$ cat src/rtl/gf_p_pkg.sv
// Shared GF(p) field-arithmetic constants and types, p = 2^255 - 19.
package gf_p_pkg;

  localparam int WIDTH     = 256;
  localparam int LIMB_W    = 64;
  localparam int NUM_LIMBS = WIDTH / LIMB_W;
  localparam int CNT_W     = (NUM_LIMBS > 1) ? $clog2(NUM_LIMBS) : 1;

  // p = 2^255 - 19 = 0x7FFF...FFED: bit 255 clear, bits 254..5 set, low bits 5'b01101.
  localparam logic [WIDTH-1:0] MODULUS = {1'b0, {(WIDTH-6){1'b1}}, 5'b01101};

  typedef enum logic [1:0] {
    IDLE = 2'd0,
    SUB  = 2'd1,
    CORR = 2'd2,
    FIN  = 2'd3
  } state_t;

endpackage

$ cat src/rtl/limb_addsub.sv
// Combinational one-limb adder/subtractor shared by the subtract and correction passes.
module limb_addsub
  import gf_p_pkg::*;
(
  input  logic              mode,  // 0 = add, 1 = subtract
  input  logic [LIMB_W-1:0] x,
  input  logic [LIMB_W-1:0] y,
  input  logic              cin,   // carry-in (add) or borrow-in (sub)
  output logic [LIMB_W-1:0] r,
  output logic              cout   // carry-out (add) or borrow-out (sub)
);

  logic [LIMB_W:0] x_ext;
  logic [LIMB_W:0] y_ext;
  logic [LIMB_W:0] c_ext;
  logic [LIMB_W:0] sum;

  assign x_ext = {1'b0, x};
  assign y_ext = {1'b0, y};
  assign c_ext = {{LIMB_W{1'b0}}, cin};

  // One extra bit captures the carry; in subtract mode it goes high on wrap, i.e. a borrow.
  always_comb begin
    if (mode) sum = x_ext - y_ext - c_ext;
    else      sum = x_ext + y_ext + c_ext;
  end

  assign r    = sum[LIMB_W-1:0];
  assign cout = sum[LIMB_W];

endmodule

$ cat src/rtl/gf_p_subtractor.sv
// Limb-serial modular subtractor: diff = (a - b) mod p, one 64-bit limb per cycle,
// followed by an always-executed +p pass so latency is fixed at 10 cycles.
module gf_p_subtractor
  import gf_p_pkg::*;
(
  input  logic             clk,
  input  logic             reset,
  input  logic             start,
  input  logic [WIDTH-1:0] a,
  input  logic [WIDTH-1:0] b,
  output logic             busy,
  output logic             done,
  output logic [WIDTH-1:0] diff
);

  localparam logic [CNT_W-1:0] LAST_LIMB = CNT_W'(NUM_LIMBS - 1);

  state_t            state;
  state_t            next_state;
  logic [CNT_W-1:0]  cnt;
  logic [WIDTH-1:0]  a_sr;
  logic [WIDTH-1:0]  b_sr;
  logic [WIDTH-1:0]  d_sr;
  logic [WIDTH-1:0]  c_sr;
  logic              borrow;
  logic              carry;
  logic              need_corr;

  logic              au_mode;
  logic [LIMB_W-1:0] au_x;
  logic [LIMB_W-1:0] au_y;
  logic              au_cin;
  logic [LIMB_W-1:0] au_r;
  logic              au_cout;
  logic              last_limb;

  assign last_limb = (cnt == LAST_LIMB);

  limb_addsub u_limb (
    .mode (au_mode),
    .x    (au_x),
    .y    (au_y),
    .cin  (au_cin),
    .r    (au_r),
    .cout (au_cout)
  );

  // State register.
  always_ff @(posedge clk) begin
    // NOTE: sequential state uses non-blocking (<=) so every flop samples pre-edge values.
    if (reset) state <= IDLE;
    else       state <= next_state;
  end

  // Next-state, busy, and steering of the shared limb unit.
  always_comb begin
    // NOTE: every output gets a default first so no path leaves a latch behind.
    next_state = state;
    busy       = 1'b0;
    au_mode    = 1'b1;
    au_x       = a_sr[LIMB_W-1:0];
    au_y       = b_sr[LIMB_W-1:0];
    au_cin     = borrow;
    unique case (state)
      IDLE: if (start) next_state = SUB;
      SUB: begin
        busy = 1'b1;
        if (last_limb) next_state = CORR;
      end
      CORR: begin
        busy    = 1'b1;
        au_mode = 1'b0;
        au_x    = d_sr[LIMB_W-1:0];
        au_y    = MODULUS[cnt*LIMB_W +: LIMB_W];
        au_cin  = carry;
        if (last_limb) next_state = FIN;
      end
      FIN:     next_state = IDLE;
      default: next_state = IDLE;
    endcase
  end

  // Datapath: operand capture, limb shifting, borrow/carry chains and result register.
  always_ff @(posedge clk) begin
    // NOTE: datapath registers are reset too, so an aborted operation leaves no stale result.
    if (reset) begin
      cnt       <= '0;
      a_sr      <= '0;
      b_sr      <= '0;
      d_sr      <= '0;
      c_sr      <= '0;
      borrow    <= 1'b0;
      carry     <= 1'b0;
      need_corr <= 1'b0;
      done      <= 1'b0;
      diff      <= '0;
    end else begin
      done <= 1'b0;
      unique case (state)
        IDLE: begin
          if (start) begin
            a_sr   <= a;
            b_sr   <= b;
            borrow <= 1'b0;
            carry  <= 1'b0;
            cnt    <= '0;
          end
        end
        SUB: begin
          a_sr   <= a_sr >> LIMB_W;
          b_sr   <= b_sr >> LIMB_W;
          d_sr   <= {au_r, d_sr[WIDTH-1:LIMB_W]};
          borrow <= au_cout;
          cnt    <= cnt + CNT_W'(1);
          if (last_limb) need_corr <= au_cout;
        end
        CORR: begin
          // d is rotated rather than shifted so it is intact again for FIN.
          d_sr  <= {d_sr[LIMB_W-1:0], d_sr[WIDTH-1:LIMB_W]};
          c_sr  <= {au_r, c_sr[WIDTH-1:LIMB_W]};
          carry <= au_cout;
          cnt   <= cnt + CNT_W'(1);
        end
        FIN: begin
          diff <= need_corr ? c_sr : d_sr;
          done <= 1'b1;
        end
        default: ;
      endcase
    end
  end

endmodule

$ cat config.mk
export PLATFORM = sky130hd
export DESIGN_NAME = gf_p_subtractor
export DESIGN_NICKNAME = d
export VERILOG_FILES = /design/src/rtl/gf_p_pkg.sv /design/src/rtl/limb_addsub.sv /design/src/rtl/gf_p_subtractor.sv
export SDC_FILE = /design/constraint.sdc
export NUM_CORES = 2
export LEC_CHECK = 0
export CORE_UTILIZATION = 35
export DETAILED_ROUTE_END_ITERATION = 12
export PLACE_DENSITY_LB_ADDON = 0.08
export SETUP_SLACK_MARGIN = 0.05
export SLEW_MARGIN = 0
export SYNTH_ARGS = -nofsm -noshare
export SYNTH_HDL_FRONTEND = slang
export SYNTH_SLANG_ARGS = --single-unit
$ cat constraint.sdc
create_clock -name clk -period 11.6 [get_ports clk]
set_input_delay 2.32 -clock clk [delete_from_list [all_inputs] [get_ports clk]]
set_output_delay 2.32 -clock clk [all_outputs]
set_load 0.03 [all_outputs]
# [Yosys cells after proc, flatten, opt, wreduce, memory -nomap -nowiden]
# Index checks and enable logic that the tools add are counted.
[word_totals] inputBits=515 out_inout_bits=258 regBits=1288 elab_cells=56
[op_classes] n_addsub=5 n_reduce_logical=11 muxes=21 shifts=1 n_eq_ne=7
[op_table] operator="256-bit case mux with 2 select lines" n=3
[op_table] operator="256-bit 2-to-1 mux" n=3
[op_table] operator="256-bit by 9-bit indexed part select with 64-bit output (first input constant)" n=1
[op_table] operator="64-bit 2-to-1 mux" n=2
[op_table] operator="64-bit by 64-bit adder with 65-bit output" n=1
[op_table] operator="65-bit by 1-bit adder with 65-bit output" n=1
[op_table] operator="65-bit 2-to-1 mux" n=1
[op_table] operator="64-bit by 64-bit subtractor with 65-bit output" n=1
[op_table] operator="65-bit by 1-bit subtractor with 65-bit output" n=1
[op_table] operator="2-bit 2-to-1 mux" n=4
[op_table] operator="2-bit case mux with 4 select lines" n=1
[op_table] operator="2-bit AND reduction" n=4
[op_table] operator="2-bit nonzero test" n=4
[op_table] operator="2-bit == test (second input constant)" n=3
[op_table] operator="2-bit != test (second input constant)" n=3
[op_table] operator="1-bit 2-to-1 mux" n=4
[op_table] operator="1-bit case mux with 2 select lines" n=2
[op_table] operator="2-bit case mux with 2 select lines" n=1
[op_table] operator="3-bit AND reduction" n=1
[op_table] operator="2-bit by 1-bit adder with 2-bit output (second input constant)" n=1
[op_table] operator="2-bit by 1-bit == test with 1-bit output (second input constant)" n=1
[op_table] operator="2-bit logical NOT" n=1
[op_table] operator="2-bit OR reduction" n=1

# [Longest topological paths before layout]
[logic_depth] depth_word=6 depth_mapped=23

# [Cells and area by module]
# From an unflattened synthesis, not the netlist that was laid out.
[hier_totals] hier_cells=6609 area_unflattened_um2=63440.8
[by_module_without_submodules] module="gf_p_subtractor" area_each_um2=54139.4 instances=1 cells_per_inst=5199
[by_module_without_submodules] module="limb_addsub" area_each_um2=9301.4 instances=1 cells_per_inst=1410

# [Worst setup path before layout]
# OpenSTA, ideal clock, no wires.
[synth_timing] path_type="register -> register" from="reg state[0]" to="reg borrow" stages_incl_launch_ff=21 period_less_slack_ps=4830 arrival_time_ps=4715 setup_time_ps=116 slack_ps=6770 path_cell_list="dfxtp_1 > inv_1 > ha_1 > clkbuf_1 > clkbuf_1 > buf_1 > mux2_2 > fa_1 > inv_1 > fa_1 > o21a_1 > o211ai_1 > a311o_1 > a211oi_2 > o2111ai_1 > a41o_1 > o31a_1 > o21ai_2 > a311oi_1 > mux2i_1 > a31o_1"
[synth_between] elab_chain_cells=6
[synth_rtl] item="from (decl)" line="gf_p_subtractor.sv:18" source="state_t state;"
[synth_rtl] item="from (signal assigned)" line="gf_p_subtractor.sv:52" source="else state <= next_state;"
[synth_rtl] item="2-bit == test" line="gf_p_subtractor.sv:64" source="unique case (state)"
[synth_rtl] item="64-bit 2-to-1 mux" line="gf_p_subtractor.sv:64"
[synth_rtl] item="64-bit by 64-bit subtractor with 65-bit output / 64-bit by 64-bit adder with 65-bit output (equally long branches)" line="limb_addsub.sv:24, limb_addsub.sv:25"
[synth_rtl] item="65-bit by 1-bit subtractor with 65-bit output / 65-bit by 1-bit adder with 65-bit output (equally long branches)" line="limb_addsub.sv:24, limb_addsub.sv:25"
[synth_rtl] item="65-bit 2-to-1 mux" line="limb_addsub.sv:24" source="if (mode) sum = x_ext - y_ext - c_ext;"
[synth_rtl] item="1-bit case mux with 2 select lines" line="gf_p_subtractor.sv:99" source="unique case (state)"
[synth_rtl] item="to (signal assigned)" line="gf_p_subtractor.sv:113" source="borrow <= au_cout;"
[synth_rtl] item="to (decl)" line="gf_p_subtractor.sv:25" source="logic borrow;"
# Several ways; a longest one is shown, not always the timed one.
# A chain may end at the register's enable or synchronous reset.

# [Worst setup path after layout]
[layout_timing] from="reg state[0]" to="reg c_sr[249]"
[layout_between] elab_chain_cells=5
[layout_rtl] item="2-bit == test (*)" line="gf_p_subtractor.sv:64, gf_p_subtractor.sv:99"
[layout_rtl] item="64-bit 2-to-1 mux" line="gf_p_subtractor.sv:64"
[layout_rtl] item="64-bit by 64-bit subtractor with 65-bit output / 64-bit by 64-bit adder with 65-bit output (equally long branches)" line="limb_addsub.sv:24, limb_addsub.sv:25"
[layout_rtl] item="65-bit by 1-bit subtractor with 65-bit output / 65-bit by 1-bit adder with 65-bit output (equally long branches)" line="limb_addsub.sv:24, limb_addsub.sv:25"
[layout_rtl] item="65-bit 2-to-1 mux" line="limb_addsub.sv:24"
[layout_rtl] item="to (signal assigned)" line="gf_p_subtractor.sv:120" source="c_sr <= {au_r, c_sr[WIDTH-1:LIMB_W]};"
[layout_rtl] item="to (decl)" line="gf_p_subtractor.sv:24" source="logic [WIDTH-1:0] c_sr;"
# Every way passes the cells marked *; elsewhere a longest branch is shown, timed or not.

==> reports/results.ini <==
[synth]
syn_nets=7360
syn_inst=6648
synth_top_cell_area_share_pct=42.9
synth_flop_cell=dfxtp_1
synth_cell_types=80
synth_top_area_cell=dfxtp_1
syn_area_per_cell_sq_um=9.04
synth.yosys.seq_area_share_pct=42.9
synth_edf_count=0
syn_area_sq_mm=0.0601
synthTopCellsByArea=dfxtp_1 (43%), mux2i_1 (18%), nor2_1 (8.4%), a211oi_1 (8.3%), ha_1 (4.0%)
ys_warn_count=0
synth_seq_cells=1288
ys_async_sr_fraction_pct=0

[drt]
final_antenna_net_count=0
vias_per_cell=5.22
dr.pass1.iters=6
routed_wl_mm=223
routedWlPerCell_um=23.6
drt_iter0_drc=3331
vias=49200
post-route-drc-count=0

[clock_network]
clkSlewWorstSetupHoldPaths_ps=70
cts-root-buf=clkbuf_16
cts_tree=yes
cts_resized=0
ctsLongestPathBuffers=3
clkLatencyLatePin_ps=820
postCtsHoldBufs=0
cts_setup_buffers=0
cts_sinks=1288
cts_buffers=151
ctsHtreeMaxLevel=4

[die]
fp.coreArea_sq_mm=0.170
rows=151
dieArea_sq_mm=0.173
die_y_um=416
io_pins=773
die_x_um=416
start_util_pct=35.4

[power]
swShare_pct=47.1
seqPwrFrac_pct=24.8
p_leak_nw=26.9
power.clock.fraction_pct=17.9
p_per_area_mw_per_mm2=359
p_int_mw=14.1
p_switching_mw=12.6
comb_power_share_pct=57.3
peakVddDrop_v=0.000285

[global_routing]
grt_pass1_wl_mm=322
grt_overflow=0
grt_max_degree=234
grt.total_usage_pct=24.7
antenna_found_initial=62
grt_pass1_vias=46600

[min_path]
hold_path.class=reg2reg

[timing]
relSlewSlack_pct=7.99
fin_crit_sh_pct=58.8
fmax_ghz=0.147
period_minus_slack_ps=6820
setup_tns_ps=0
skew_ps=55.3
finalHoldViolations=0
setup_viol=0
slew_violations=0
rsz0062_at_grt=false
worst_slew_pin_slew_ps=1370

[layout]
areaGrowthSynthToFinish_pct=23.5
drive_gt1_share_pct=5.16
layout.cells.non_filler=9431
final_nets=7794

[place]
io_buffers=772
gp_routability_congestion=0.905
placedCellCount=9147
dp_hpwl_mm=167

[run]
maxCapViolCount=0

[status]
status=finished, final reports clean

[worst_setup_path]
slowest_delay_ps=1130
path_max_fanout=83
cp-start-kind=register
path_class=reg2reg
cpLargestDelayFamily=compound AO/OA/AOI/OAI gates
path_buf_inv=3
crit_slowest_cell=a2111oi_1
end_kind=register
crit_required_ps=12320
path_cells=inv_1 > ha_4 > buf_4 > buf_4 > o21ai_0 > ha_1 > and3_1 > and4_1 > o21ai_1 > o211ai_2 > nand3_1 > a2111oi_1 > o21ai_1 > o221ai_1 > nor2_1 > xnor2_1 > a211oi_1
cp.arrival_ps=7540

-- Yosys cell counts (all sizes together) (70+ instances only) --
cell type	instances
a211oi	670
a21o	79
a21oi	171
buf	113
clkbuf	423
dfxtp	1288
ha	193
inv	220
mux2i	1074
nand2	192
nor2	1348
o21ai	178
o22ai	136
xnor2	70
-- power groups by stage --
stage / registers [mW] / clock network [mW] / logic (mW)
after floorplan: 6.50 / 0 / 10.5
after global placement: 6.68 / 0 / 15.2
after detailed placement: 6.71 / 0 / 15.2
after CTS: 6.62 / 4.90 / 15.2
after global routing: 6.76 / 5.08 / 16.6
final: 6.61 / 4.77 / 15.3
-- metrics by stage --
step	util, %	hold slack (ps)	setup WS [ps]	total power, mW	cell area (sq um)
3_3_place_gp	40.7	471	4920	21.9	69100
6_report	43.7	481	4780	26.6	74200
5_1_grt	43.7	500	4400	28.4	74200
3_5_place_dp	40.7	477	4820	21.9	69100
2_1_floorplan	-	438	6770	17.0	60100
4_1_cts	43.6	485	4790	26.7	74100
-- cell families (layout without fill, tap and decap cells) --
group	after synthesis	after routing	synth area share, %
AND/OR/NAND/NOR	1783	1783	12.1
buffers and inverters	756	1302	4.75
multiplexers	1081	1081	18.0
other	0	19	0
AO/OA/AOI/OAI	1430	1430	16.4
flip-flops	1288	1288	42.9
adder cells (fa/ha/maj)	197	197	4.15
XOR/XNOR	113	113	1.65
-- worst register-to-register path, delay by kind of cell, from the launching register on --
family                   cells  cell delay (ps)
adder cells (fa/ha/maj)      2             1130
XOR/XNOR                     1              130
AND/OR/NAND/NOR              4              850
buffers and inverters        3             1310
AO/OA/AOI/OAI                7             2940
flip-flops                   1              380
-- cell usage in the layout (no fill, tap or decap), drive strengths merged, types with 7 or more instances in the layout --
cell type / n
inv: 226
or3: 11
nand4: 30
o22ai: 136
and3: 12
diode: 19
clkdlybuf4s50: 771
a211oi: 670
a21boi: 12
mux2: 7
clkinv: 21
a21oi: 171
xor2: 43
nor4: 12
or2: 67
buf: 46
mux2i: 1074
o21a: 20
ha: 193
a21o: 79
nor2: 1348
dfxtp: 1288
nand2b: 11
nand3: 34
a311oi: 28
nand2: 192
o21bai: 24
and2: 8
o211ai: 28
xnor2: 70
nor3: 19
o21ai: 178
nor2b: 24
a31oi: 27
clkbuf: 229
-- sequential cells by signal (all words and copies together) (netlist names) --
name / count
d_sr: 256
a_sr: 256
done: 1
borrow: 1
state: 2
cnt: 2
diff: 256
carry: 1
b_sr: 256
c_sr: 256
need_corr: 1
-- final cells by class --
cell class	count	area, sq um
Fill cell	16800	95700
Antenna cell	19	47.5
Clock buffer	229	4490
Clock inverter	36	519
Sequential cell	1288	25800
Timing Repair Buffer	817	8210
Inverter	220	826
Tap cell	2218	2780
Multi-Input combinational cell	4604	31500
-- path summary, 6_finish.rpt --
| check | startpoint | to | slack [ps] | depth (start not counted) |
|---|---|---|---|---|
| setup / recovery | state[0] | c_sr[249] | 4780 | 17 |
| hold / removal | diff[116] | diff[116] | 480 | 2 |
| setup reg to reg | state[0] | c_sr[249] | 4780 | 17 |
| hold reg to reg | diff[116] | diff[116] | 480 | 2 |
-- layer usage --
metal / wire length [um] / global-route usage, % / share of wire, % / vias up
met4: 4750 / 6.55 / 2.1 / 52
met5: 362 / 0 / 0.16 / -
li1: - / - / - / 24500
met2: 95900 / 37.1 / 43 / 1244
met3: 12800 / 5.40 / 5.7 / 262
met1: 109000 / 35.5 / 49 / 23200
Note: power is estimated with default switching activity, not from simulation.
